`src/rtl/unidade_multdiv_if.sv`:
```
// Handshake and HI/LO access bundle between the control unit and the
// multiply/divide sequencer.
interface unidade_multdiv_if #(
  parameter int WIDTH = 32
);
  logic             start;
  logic [1:0]       op;
  logic [WIDTH-1:0] in1;
  logic [WIDTH-1:0] in2;
  logic             hi_we;
  logic             lo_we;
  logic [WIDTH-1:0] wdata;
  logic             busy;
  logic             done;
  logic             div_zero;
  logic [WIDTH-1:0] hi;
  logic [WIDTH-1:0] lo;

  modport master (
    output start, op, in1, in2, hi_we, lo_we, wdata,
    input  busy, done, div_zero, hi, lo
  );

  modport slave (
    input  start, op, in1, in2, hi_we, lo_we, wdata,
    output busy, done, div_zero, hi, lo
  );
endinterface

```
`src/rtl/unidade_multdiv.sv`:
```
// Iterative multiply/divide sequencer owning the HI/LO register pair.
//
// state | meaning
// ------+-----------------------------------------------------------------
// IDLE  | waiting for start; services mthi/mtlo writes
// CALC  | one shift-add (mul) or restoring (div) iteration per edge, WIDTH edges
// FIX   | sign correction and HI/LO write, pulses done next cycle
module unidade_multdiv #(
  parameter int WIDTH = 32,
  parameter int CNT_W = 6
) (
  input logic             clock,
  input logic             reset,
  unidade_multdiv_if.slave bus
);

  typedef enum logic [1:0] {IDLE, CALC, FIX} state_t;

  state_t             state, state_nxt;
  logic [CNT_W-1:0]   cnt;
  logic [1:0]         op_q;
  logic               dz_q;
  logic               neg_main;   // sign of product or quotient
  logic               neg_rem;    // sign of remainder
  logic [WIDTH-1:0]   opnd;       // multiplicand or divisor magnitude
  logic [2*WIDTH-1:0] wk;         // {P_hi, P_lo} for mul, {R, Q} for div
  logic [WIDTH-1:0]   hi_q, lo_q;
  logic               done_q, dz_flag_q;

  logic               launch, step, finish;
  logic               launch_dz;
  logic [WIDTH-1:0]   mag1, mag2;

  logic [WIDTH:0]     sum_hi;
  logic [2*WIDTH-1:0] mul_nxt;
  logic [WIDTH:0]     partial;
  logic [WIDTH:0]     diff;
  logic [WIDTH-1:0]   rem_new;
  logic [2*WIDTH-1:0] div_nxt;
  logic [2*WIDTH-1:0] prod_fix;
  logic [WIDTH-1:0]   quo_fix, rem_fix;

  // Signed ops work on magnitudes; 0x80000000 maps onto itself, which is
  // still the right unsigned magnitude.
  assign mag1 = (bus.op[0] && bus.in1[WIDTH-1]) ? -bus.in1 : bus.in1;
  assign mag2 = (bus.op[0] && bus.in2[WIDTH-1]) ? -bus.in2 : bus.in2;
  assign launch_dz = bus.op[1] && (bus.in2 == '0);

  // Shift-add step: the carry out of the upper-half add only lives for the
  // cycle, since the right shift always leaves the top bit clear.
  assign sum_hi  = {1'b0, wk[2*WIDTH-1:WIDTH]} + (wk[0] ? {1'b0, opnd} : '0);
  assign mul_nxt = {sum_hi, wk[WIDTH-1:1]};

  // Restoring step: R < divisor holds, so the WIDTH+1 bit sign of the
  // difference is a reliable borrow.
  assign partial = {wk[2*WIDTH-1:WIDTH], wk[WIDTH-1]};
  assign diff    = partial - {1'b0, opnd};
  assign rem_new = diff[WIDTH] ? partial[WIDTH-1:0] : diff[WIDTH-1:0];
  assign div_nxt = {rem_new, wk[WIDTH-2:0], ~diff[WIDTH]};

  assign prod_fix = neg_main ? -wk : wk;
  assign quo_fix  = neg_main ? -wk[WIDTH-1:0] : wk[WIDTH-1:0];
  assign rem_fix  = neg_rem ? -wk[2*WIDTH-1:WIDTH] : wk[2*WIDTH-1:WIDTH];

  assign bus.busy     = (state != IDLE);
  assign bus.done     = done_q;
  assign bus.div_zero = dz_flag_q;
  assign bus.hi       = hi_q;
  assign bus.lo       = lo_q;

  // State register.
  always_ff @(posedge clock) begin
    if (reset) state <= IDLE;
    else       state <= state_nxt;
  end

  // Next-state and per-state datapath strobes.
  always_comb begin
    state_nxt = state;
    launch    = 1'b0;
    step      = 1'b0;
    finish    = 1'b0;
    case (state)
      IDLE: begin
        if (bus.start) begin
          launch    = 1'b1;
          state_nxt = launch_dz ? FIX : CALC;
        end
      end
      CALC: begin
        step = 1'b1;
        if (cnt == CNT_W'(WIDTH - 1)) state_nxt = FIX;
      end
      FIX: begin
        finish    = 1'b1;
        state_nxt = IDLE;
      end
      default: state_nxt = IDLE;
    endcase
  end

  // Operand latch, iteration datapath, result write and mthi/mtlo.
  always_ff @(posedge clock) begin
    if (reset) begin
      cnt       <= '0;
      op_q      <= '0;
      dz_q      <= 1'b0;
      neg_main  <= 1'b0;
      neg_rem   <= 1'b0;
      opnd      <= '0;
      wk        <= '0;
      hi_q      <= '0;
      lo_q      <= '0;
      done_q    <= 1'b0;
      dz_flag_q <= 1'b0;
    end else begin
      done_q <= finish;
      if (launch) begin
        op_q      <= bus.op;
        dz_q      <= launch_dz;
        neg_main  <= bus.op[0] & (bus.in1[WIDTH-1] ^ bus.in2[WIDTH-1]);
        neg_rem   <= bus.op[0] & bus.in1[WIDTH-1];
        dz_flag_q <= 1'b0;
        cnt       <= '0;
        opnd      <= bus.op[1] ? mag2 : mag1;
        // On divide-by-zero the raw dividend rides in wk until FIX.
        if (launch_dz)      wk <= {{WIDTH{1'b0}}, bus.in1};
        else if (bus.op[1]) wk <= {{WIDTH{1'b0}}, mag1};
        else                wk <= {{WIDTH{1'b0}}, mag2};
      end else if (step) begin
        cnt <= cnt + 1'b1;
        wk  <= op_q[1] ? div_nxt : mul_nxt;
      end else if (finish) begin
        if (dz_q) begin
          hi_q      <= wk[WIDTH-1:0];
          lo_q      <= '1;
          dz_flag_q <= 1'b1;
        end else if (op_q[1]) begin
          hi_q <= rem_fix;
          lo_q <= quo_fix;
        end else begin
          {hi_q, lo_q} <= prod_fix;
        end
      end else if (state == IDLE) begin
        if (bus.hi_we) hi_q <= bus.wdata;
        if (bus.lo_we) lo_q <= bus.wdata;
      end
    end
  end

endmodule

```
`src/flat_wrapper.sv`:
```
// flat-port wrapper written by rule: the top's interface ports become plain ports
module unidade_multdiv_flat 
#(
  parameter int WIDTH = 32,
  parameter int CNT_W = 6
)
  (clock, reset, bus_start, bus_op, bus_in1, bus_in2, bus_hi_we, bus_lo_we, bus_wdata, bus_busy, bus_done, bus_div_zero, bus_hi, bus_lo);
  unidade_multdiv_if #(.WIDTH(WIDTH)) bus_i ();
  input logic clock;
  input logic reset;
  input wire logic [$bits(bus_i.start)-1:0] bus_start;
  input wire logic [$bits(bus_i.op)-1:0] bus_op;
  input wire logic [$bits(bus_i.in1)-1:0] bus_in1;
  input wire logic [$bits(bus_i.in2)-1:0] bus_in2;
  input wire logic [$bits(bus_i.hi_we)-1:0] bus_hi_we;
  input wire logic [$bits(bus_i.lo_we)-1:0] bus_lo_we;
  input wire logic [$bits(bus_i.wdata)-1:0] bus_wdata;
  output wire logic [$bits(bus_i.busy)-1:0] bus_busy;
  output wire logic [$bits(bus_i.done)-1:0] bus_done;
  output wire logic [$bits(bus_i.div_zero)-1:0] bus_div_zero;
  output wire logic [$bits(bus_i.hi)-1:0] bus_hi;
  output wire logic [$bits(bus_i.lo)-1:0] bus_lo;
  assign bus_i.start = bus_start;
  assign bus_i.op = bus_op;
  assign bus_i.in1 = bus_in1;
  assign bus_i.in2 = bus_in2;
  assign bus_i.hi_we = bus_hi_we;
  assign bus_i.lo_we = bus_lo_we;
  assign bus_i.wdata = bus_wdata;
  assign bus_busy = bus_i.busy;
  assign bus_done = bus_i.done;
  assign bus_div_zero = bus_i.div_zero;
  assign bus_hi = bus_i.hi;
  assign bus_lo = bus_i.lo;
  unidade_multdiv #(.WIDTH(WIDTH), .CNT_W(CNT_W)) u_core (.clock(clock), .reset(reset), .bus(bus_i));
endmodule
```
`config.mk`:
```
export PLATFORM = sky130hd
export DESIGN_NAME = unidade_multdiv_flat
export DESIGN_NICKNAME = d
export VERILOG_FILES = /design/src/rtl/unidade_multdiv_if.sv /design/src/rtl/unidade_multdiv.sv /design/src/flat_wrapper.sv
export SDC_FILE = /design/constraint.sdc
export NUM_CORES = 1
export LEC_CHECK = 0
export BUFFER_PORTS_ARGS = -buffer_cell sky130_fd_sc_hd__buf_4
export CORE_MARGIN = 10
export CORE_UTILIZATION = 40
export CTS_BUF_LIST = sky130_fd_sc_hd__clkbuf_16
export CTS_CLUSTER_SIZE = 20
export DETAILED_ROUTE_END_ITERATION = 16
export GPL_TIMING_DRIVEN = 0
export PLACE_DENSITY = 0.67
export SYNTH_ARGS = -nofsm -noshare
export SYNTH_HDL_FRONTEND = slang
export SYNTH_SLANG_ARGS = --single-unit
```
`constraint.sdc`:
```
create_clock -name clock -period 3.2 [get_ports clock]
set_input_delay 0.32 -clock clock [delete_from_list [all_inputs] [get_ports clock]]
set_output_delay 0.32 -clock clock [all_outputs]
set_load 0.005 [all_outputs]
```
==> results of run 1 <==
-- logic make-up after synthesis --
group / share of synthesized area
simple gates: 0.2169
compound gates: 0.2997
buf+inv: 0.05687
flops: 0.2249
xor+xnor: 0.09388
mux: 0.04936
fa+ha+maj: 0.05833
-- cell type report --
type / count / area (sq um) / area share
well taps: 518 / 648.1 / 0.03461
flip-flops and latches: 174 / 3535 / 0.1888
clock inverters: 15 / 172.7 / 0.009221
plain buffers: 147 / 613.1 / 0.03274
repair buffers: 200 / 1514 / 0.08085
multi-input cells: 1746 / 11570 / 0.6177
clock buffers: 17 / 425.4 / 0.02272
inverters: 66 / 251.5 / 0.01343
-- critical path: stages, from the launching register on --
cell     delay (ns)
dfxtp_1        0.30
buf_2          0.19
or4_4          0.55
or4_4          0.49
buf_4          0.17
nor2_1         0.27
a21oi_1        0.21
nor2_1         0.17
xor2_1         0.33
o21ai_0        0.19
a32o_1         0.24
-- worst max-delay path by stage --
stage / start / endpoint / slack, ns / cells past startpoint
2_1_floorplan: u_core.wk[58]$_SDFFE_PP0N_ / u_core.wk[49]$_SDFFE_PP0N_ / 0.12 / 12
3_3_place_gp: u_core.wk[31]$_SDFFE_PP0N_ / u_core.wk[54]$_SDFFE_PP0N_ / -1.47 / 12
3_5_place_dp: u_core.wk[31]$_SDFFE_PP0N_ / u_core.wk[54]$_SDFFE_PP0N_ / -1.47 / 12
4_1_cts: u_core.wk[37]$_SDFFE_PP0N_ / u_core.wk[62]$_SDFFE_PP0N_ / 0.003 / 13
5_1_grt: u_core.wk[25]$_SDFFE_PP0N_ / u_core.bus.hi[14]$_SDFFE_PP0P_ / -0.10 / 8
6_report: u_core.wk[12]$_SDFFE_PP0N_ / u_core.bus.hi[21]$_SDFFE_PP0P_ / -0.04 / 10
-- power groups by stage --
stage / sequential, mW / combinational [mW] / clock [mW]
4_1_cts: 2.50 / 2.54 / 2.22
6_report: 2.51 / 2.68 / 2.22
3_3_place_gp: 2.53 / 2.42 / 0
3_5_place_dp: 2.53 / 2.44 / 0
2_1_floorplan: 2.47 / 1.50 / 0
5_1_grt: 2.52 / 2.86 / 2.31
-- metal layers --
metal	part of all wire	GRT usage	vias to the layer above	routed length [um]
met2	0.44	0.4532	1019	32040
met1	0.44	0.4107	8673	32070
met3	0.087	0.04452	145	6390
li1	-	-	8296	-
met5	0.00038	0	-	28
met4	0.042	0.1326	2	3103
-- flip-flops by register name, indices dropped and copies added (netlist names), 2 cells and up --
| signal | cells |
|---|---|
| u_core.bus.lo | 32 |
| u_core.state | 2 |
| u_core.bus.hi | 32 |
| u_core.wk | 64 |
| u_core.cnt | 6 |
| u_core.opnd | 32 |
-- through the flow --
stage / setup TNS [ns] / setup slack [ns]
finish: -0.07269 / -0.04432
global route: -0.3345 / -0.1006
CTS: 0 / 0.002607
detailed placement: -69.83 / -1.472
global placement: -69.46 / -1.474
floorplan: 0 / 0.1155
-- cells in the final DEF, fill, tap and decap left out, types with 29 or more instances in the layout --
master      n
a311oi_1   29
nand3_1    39
clkbuf_1  115
mux2i_1    63
buf_4     201
dfxtp_1   145
a21oi_1   195
nor3_1     49
xnor2_1    92
a211oi_1   47
o211ai_1   47
nor2_1    224
nand2_1   216
inv_1      62
xor2_1     70
ha_1       59
o21ai_0   147
-- timing repair --
item	4_1_cts	5_1_grt
buffers inserted	18	14
resized for setup	73	79
pin swaps	17	21
endpoints found under the setup margin	84	100
cloned	0	0
==> implementation parameters, run 1 <==
Parameter                              Value

Outcome
  Run status    complete, but fails checks
  Violated checks    negative setup slack

STA
  Unrepaired setup endpoints after global routing    yes
  Clock tree skew after final layout    0.01213 ns
  Hold slack final    approximately 0.14 ns
  Worst path setup slack after routing    -0.04432 ns
  Slew at the pin closest to its max-slew limit    1.134 ns
  Period Utilization, post-route    1.014
  Max-slew violation count    0
  Final setup violation count    3
  Slew headroom    0.2412
  Number of hold violations in the final report    0
  Minimum clock period    about 3.2 ns
  Maximum operating frequency    308.2 MHz

Critical path
  Worst reg2reg path endpoint    u_core.bus.hi[21]$_SDFFE_PP0P_
  Setup slack on the worst flop-to-flop path    -0.04 ns
  Crit end category    flip-flop
  WP data required    3.55 ns
  Reg-to-reg critical path startpoint    u_core.wk[12]$_SDFFE_PP0N_
  Critical path start-end classification    reg2reg
  R2r worst-path depth    10
  Maximum fanout along the worst path    8
  Crit start category    flip-flop
  Data arrival, critical path    3.59 ns

Route
  Detailed-router iteration count before antenna repair    7
  Drt first-iter violations    2376
  Via count    18135
  Total Wirelength    73630 um
  Final routed DRC violation total    0
  Via-per-instance ratio    6.290
  WL/cell    approximately 26 um
  Remaining antenna violation count after routing    0

Power and ir drop
  Sequential Power Share    0.338
  Leak    7.322 nW
  Net switching share of the total power    0.3910
  Internal power contribution    4.513 mW
  Power per cell area    395.8 nW/um^2
  Clock network fraction of design power    0.300
  IR Drop Worst-Case VDD    a little over 300 uV
  Combinational group share of total power    0.362
  Total power after layout    7.411 mW
  Reported net switching power    2.898 mW

Layout
  Final net count    2526
  Final cell utilization of the core    0.4868
  Final std cell area, no fill    roughly 19000 sq um
  Final Non-Filler Cells    2883
  Layout-stage area growth over the synthesis result    20.91%
  Filler Cells Inserted    3856
  Ratio of cells with drive above 1 in the final layout    0.1611
  N_diodes    0

Placement
  Placed wire-length estimate    58460 um
  Placed Cells incl. Taps    approximately 2800
  Final estimated routing congestion in global placement    1.005
  Port Buffers    168
  Standard cell area after detailed placement    17400 sq um

Yosys
  Number of synthesis warnings    0
  Number of register bits inferred by synthesis    ~170
  Area of the mapped netlist    15490 sq um
  Area share of the largest cell type after synthesis    0.2249
  Count of different cell masters after synthesis    between 80 and 90
  Average instance area after synthesis    7.213 sq um
  Dominant register cell in the synthesized netlist    dfxtp_1
  Cell count after synthesis    2147
  Cell types with the highest counts after synthesis    nor2_1, nand2_1, a21oi_1
  Post-synth EDFFs    0
  Async set or reset register ratio after synthesis    0
  Part of the Yosys area used for sequential elements    0.2249
  Synthesized net count    roughly 2300
  Post-synthesis cell type with the largest combined area    dfxtp_1
  Most instantiated library cell after synthesis    nor2_1
  Cells taking the most area after synthesis    dfxtp_1, a21oi_1, ha_1

Die
  Die outline width    216.8 um
  Total I/O pin count    170
  Area of the die    roughly 47000 sq um
  Die height    216.8 um
  Starting density of the core    0.4026
  Row cnt    72
  Floorplan Core Area    38470 sq um

Clock tree
  Clock Sink Count    174
  Clock edge transition at the registers on the reported setup and hold paths    0.08 ns
  Inserted Clock Buffers    17
  CTS tree    built
  # H-tree levels    4
  Cts-stage hold buffer count    0
  Max Buffers Root-to-Sink    2
  Clk Tree Root Cell    clkbuf_16
  Clock network latency to the later pin of the worst-skew pair    0.46 ns

Worst hold path
  Hold Crit Depth    3
  Hold Path Origin    bus_wdata[0]
  Hold-critical path endpoint    u_core.bus.hi[0]$_SDFFE_PP0P_
  Class of the tightest hold or removal check    in2reg

Global routing
  Total global-route track usage    0.2983
  Number of global-route vias before repair    roughly 17000
  Total overflow reported by the global router    0
  Antenna violations before repair    1
  Largest net degree at the start of global routing    18
  First-pass GRT wire length    around 110000 um

Job
  Max-capacitance violation count    0
Note: power is estimated with default switching activity, not from simulation.
==> inputs of run 2 (changes only) <==
--- a/config.mk
+++ b/config.mk
@@ -12,7 +12,7 @@
 export CTS_CLUSTER_SIZE = 20
 export DETAILED_ROUTE_END_ITERATION = 16
 export GPL_TIMING_DRIVEN = 0
-export PLACE_DENSITY = 0.67
+export PLACE_DENSITY = 0.65
 export SYNTH_ARGS = -nofsm -noshare
 export SYNTH_HDL_FRONTEND = slang
 export SYNTH_SLANG_ARGS = --single-unit
==> constraint.sdc (replaced) <==
create_clock -name clock -period 3.6 [get_ports clock]
set_input_delay 0.36 -clock clock [delete_from_list [all_inputs] [get_ports clock]]
set_output_delay 0.36 -clock clock [all_outputs]
set_load 0.005 [all_outputs]
==> run 2 against run 1 <==
  * The flow now finishes without violations
  * Wire length decreased by 1.4%
  * Clock power decreased by 14%
  * Combinational power decreased by 17%
  * Final cell count decreased by 0.52%
  * Highest routed layer is now met4
==> implementation parameters, run 2 (synthesis gave the netlist of run 1 again) <==
Parameter                              Value

Route
  Drt first-iter violations    2337
  Via count    approximately 18000
  WL/cell    25.30 um
  Total Wirelength    just over 70000 um
  Detailed-router iteration count before antenna repair    7
  Remaining antenna violation count after routing    0
  Via-per-instance ratio    6.252
  Final routed DRC violation total    0

Power and ir drop
  Leak    7.146 nW
  IR Drop Worst-Case VDD    a little over 300 uV
  Power per cell area    ~350 nW/um^2

Die
  Area of the die    about 47000 sq um
  Starting density of the core    0.4026
  Floorplan Core Area    38470 sq um
  Die height    about 220 um
  Die outline width    216.8 um
  Row cnt    72
  Total I/O pin count    between 150 and 200

Clock tree
  Clock edge transition at the registers on the reported setup and hold paths    about 0.08 ns
  Clk Tree Root Cell    clkbuf_16
  Inserted Clock Buffers    17
  Clock network latency to the later pin of the worst-skew pair    about 0.46 ns
  Max Buffers Root-to-Sink    2
  # H-tree levels    4
  Clock Sink Count    174
  CTS tree    built

STA
  Minimum clock period    roughly 3.5 ns
  Final setup violation count    0
  Period Utilization, post-route    0.9852
  Unrepaired setup endpoints after global routing    yes
  Number of hold violations in the final report    0
  Slew at the pin closest to its max-slew limit    1.266 ns
  Maximum operating frequency    between 200 and 300 MHz
  Slew headroom    0.1530
  Clock tree skew after final layout    ~0.015 ns
  Total negative slack for setup checks    0 ns
  Max-slew violation count    0

Critical path
  Critical path start-end classification    reg2reg
  Crit path buffers/inverters    3
  Crit start category    flip-flop
  Maximum single-stage delay on the critical path    0.64 ns
  Maximum fanout along the worst path    10
  Data arrival, critical path    3.91 ns
  Cells along the critical path    inv_1, clkbuf_4, ha_1, nand4b_1, or4_4, buf_6, o2111ai_2, o41ai_2, o31ai_2, nand2_1, a311oi_1
  CP max-delay cell    or4_4
  WP data required    3.97 ns
  Delay-heaviest family, CP    simple AND/OR/NAND/NOR gates
  Crit end category    flip-flop

Job
  Max-capacitance violation count    0

Global routing
  Largest net degree at the start of global routing    20
  Total global-route track usage    0.2923
  Total overflow reported by the global router    0
  Number of global-route vias before repair    16609
  Antenna violations before repair    0
  First-pass GRT wire length    about 110000 um

Layout
  Top library cells by usage in the layout, fill and taps aside    nor2_1, nand2_1, a21oi_1, buf_4, dfxtp_1
  Final Non-Filler Cells    2868
  Layout-stage area growth over the synthesis result    17.56%
  Most common cell after layout, fill and taps aside    nor2_1
  Final net count    between 2000 and 3000
  N_diodes    0
  Ratio of cells with drive above 1 in the final layout    0.1243
  Number of flip-flops under the largest register name    64
  Filler Cells Inserted    3962
  Register with the most flip-flops    u_core.wk

Placement
  Placed Cells incl. Taps    roughly 2800
  Final estimated routing congestion in global placement    around 1.0
  Port Buffers    ~170
  Placed wire-length estimate    about 58000 um

Worst hold path
  Class of the tightest hold or removal check    in2reg

Outcome
  Run status    completed
-- run 2: cell types whose count changed in the layout (fill, tap and decap cells not counted), sizes merged --
cell	change
buf	-24
bufinv	-2
clkbuf	+9
clkinv	+4
clkinvlp	-1
inv	-1
-- run 2: final cells by class --
cell class	count	area, sq um	share of cell area
clock buffer	17	425.4	0.02337
inverter	66	247.7	0.01361
timing repair buffer	176	1321	0.07257
sequential	174	3496	0.1920
clock inverter	15	165.2	0.009072
multi-input combinational	1746	11280	0.6194
buffer	156	625.6	0.03436
tap	518	648.1	0.03560
-- run 2: tightest hold or removal path, cell delays in order --
cell and delay, ns:
buf_4 0.09, o22ai_1 0.05, nor3_1 0.11
-- run 2: path summary, 6_finish.rpt --
check,startpoint,to,slack (ns),cells after the start
max,u_core.wk[0]$_SDFFE_PP0N_,u_core.bus.hi[14]$_SDFFE_PP0P_,0.05,11
min,bus_wdata[8],u_core.bus.hi[8]$_SDFFE_PP0P_,0.20,3
max reg2reg,u_core.wk[0]$_SDFFE_PP0N_,u_core.bus.hi[14]$_SDFFE_PP0P_,0.05,11
min reg2reg,u_core.opnd[17]$_SDFFE_PP0P_,u_core.opnd[17]$_SDFFE_PP0P_,0.46,2
-- run 2: what timing repair did --
| item | in CTS | in global routing |
|---|---|---|
| cloned | 0 | 0 |
| hold buffers | 0 | 0 |
| setup buffers | 5 | 3 |
| endpoints found under the setup margin | 54 | 64 |
| pin swaps | 4 | 3 |
| gates resized for setup | 23 | 24 |
| hold endpoints to repair | 0 | 0 |
-- run 2: per-stage QoR --
step | hold slack, ns | worst slack, ns | instance area (sq um) | utilization | power (mW)
after floorplan | 0.4319 | 0.3835 | 15490 | - | 3.533
after global placement | 0.4430 | -0.7165 | 17400 | 0.4523 | 4.356
after detailed placement | 0.4461 | -0.8069 | 17400 | 0.4523 | 4.377
after CTS | 0.1838 | 0.01720 | 18110 | 0.4707 | 6.297
after global routing | 0.2027 | -0.03414 | 18210 | 0.4733 | 6.606
final | 0.1972 | 0.05336 | 18210 | 0.4733 | 6.366
-- run 2: metal layers --
layer | wire length, um | GRT usage | vias to the layer above
met5 | 0 | 0 | -
met3 | 6405 | 0.04202 | 147
met1 | 31390 | 0.3953 | 8549
met2 | 31720 | 0.4560 | 955
met4 | 3055 | 0.1254 | 0
li1 | - | - | 8280
-- run 2: report_power, final --
| part | leakage (nW) | switching [mW] | total [mW] | internal [mW] |
|---|---|---|---|---|
| registers | 1.43 | 0.154 | 2.22 | 2.07 |
| logic | 5.43 | 1.40 | 2.22 | 0.818 |
| clock network | 0.286 | 0.986 | 1.92 | 0.933 |
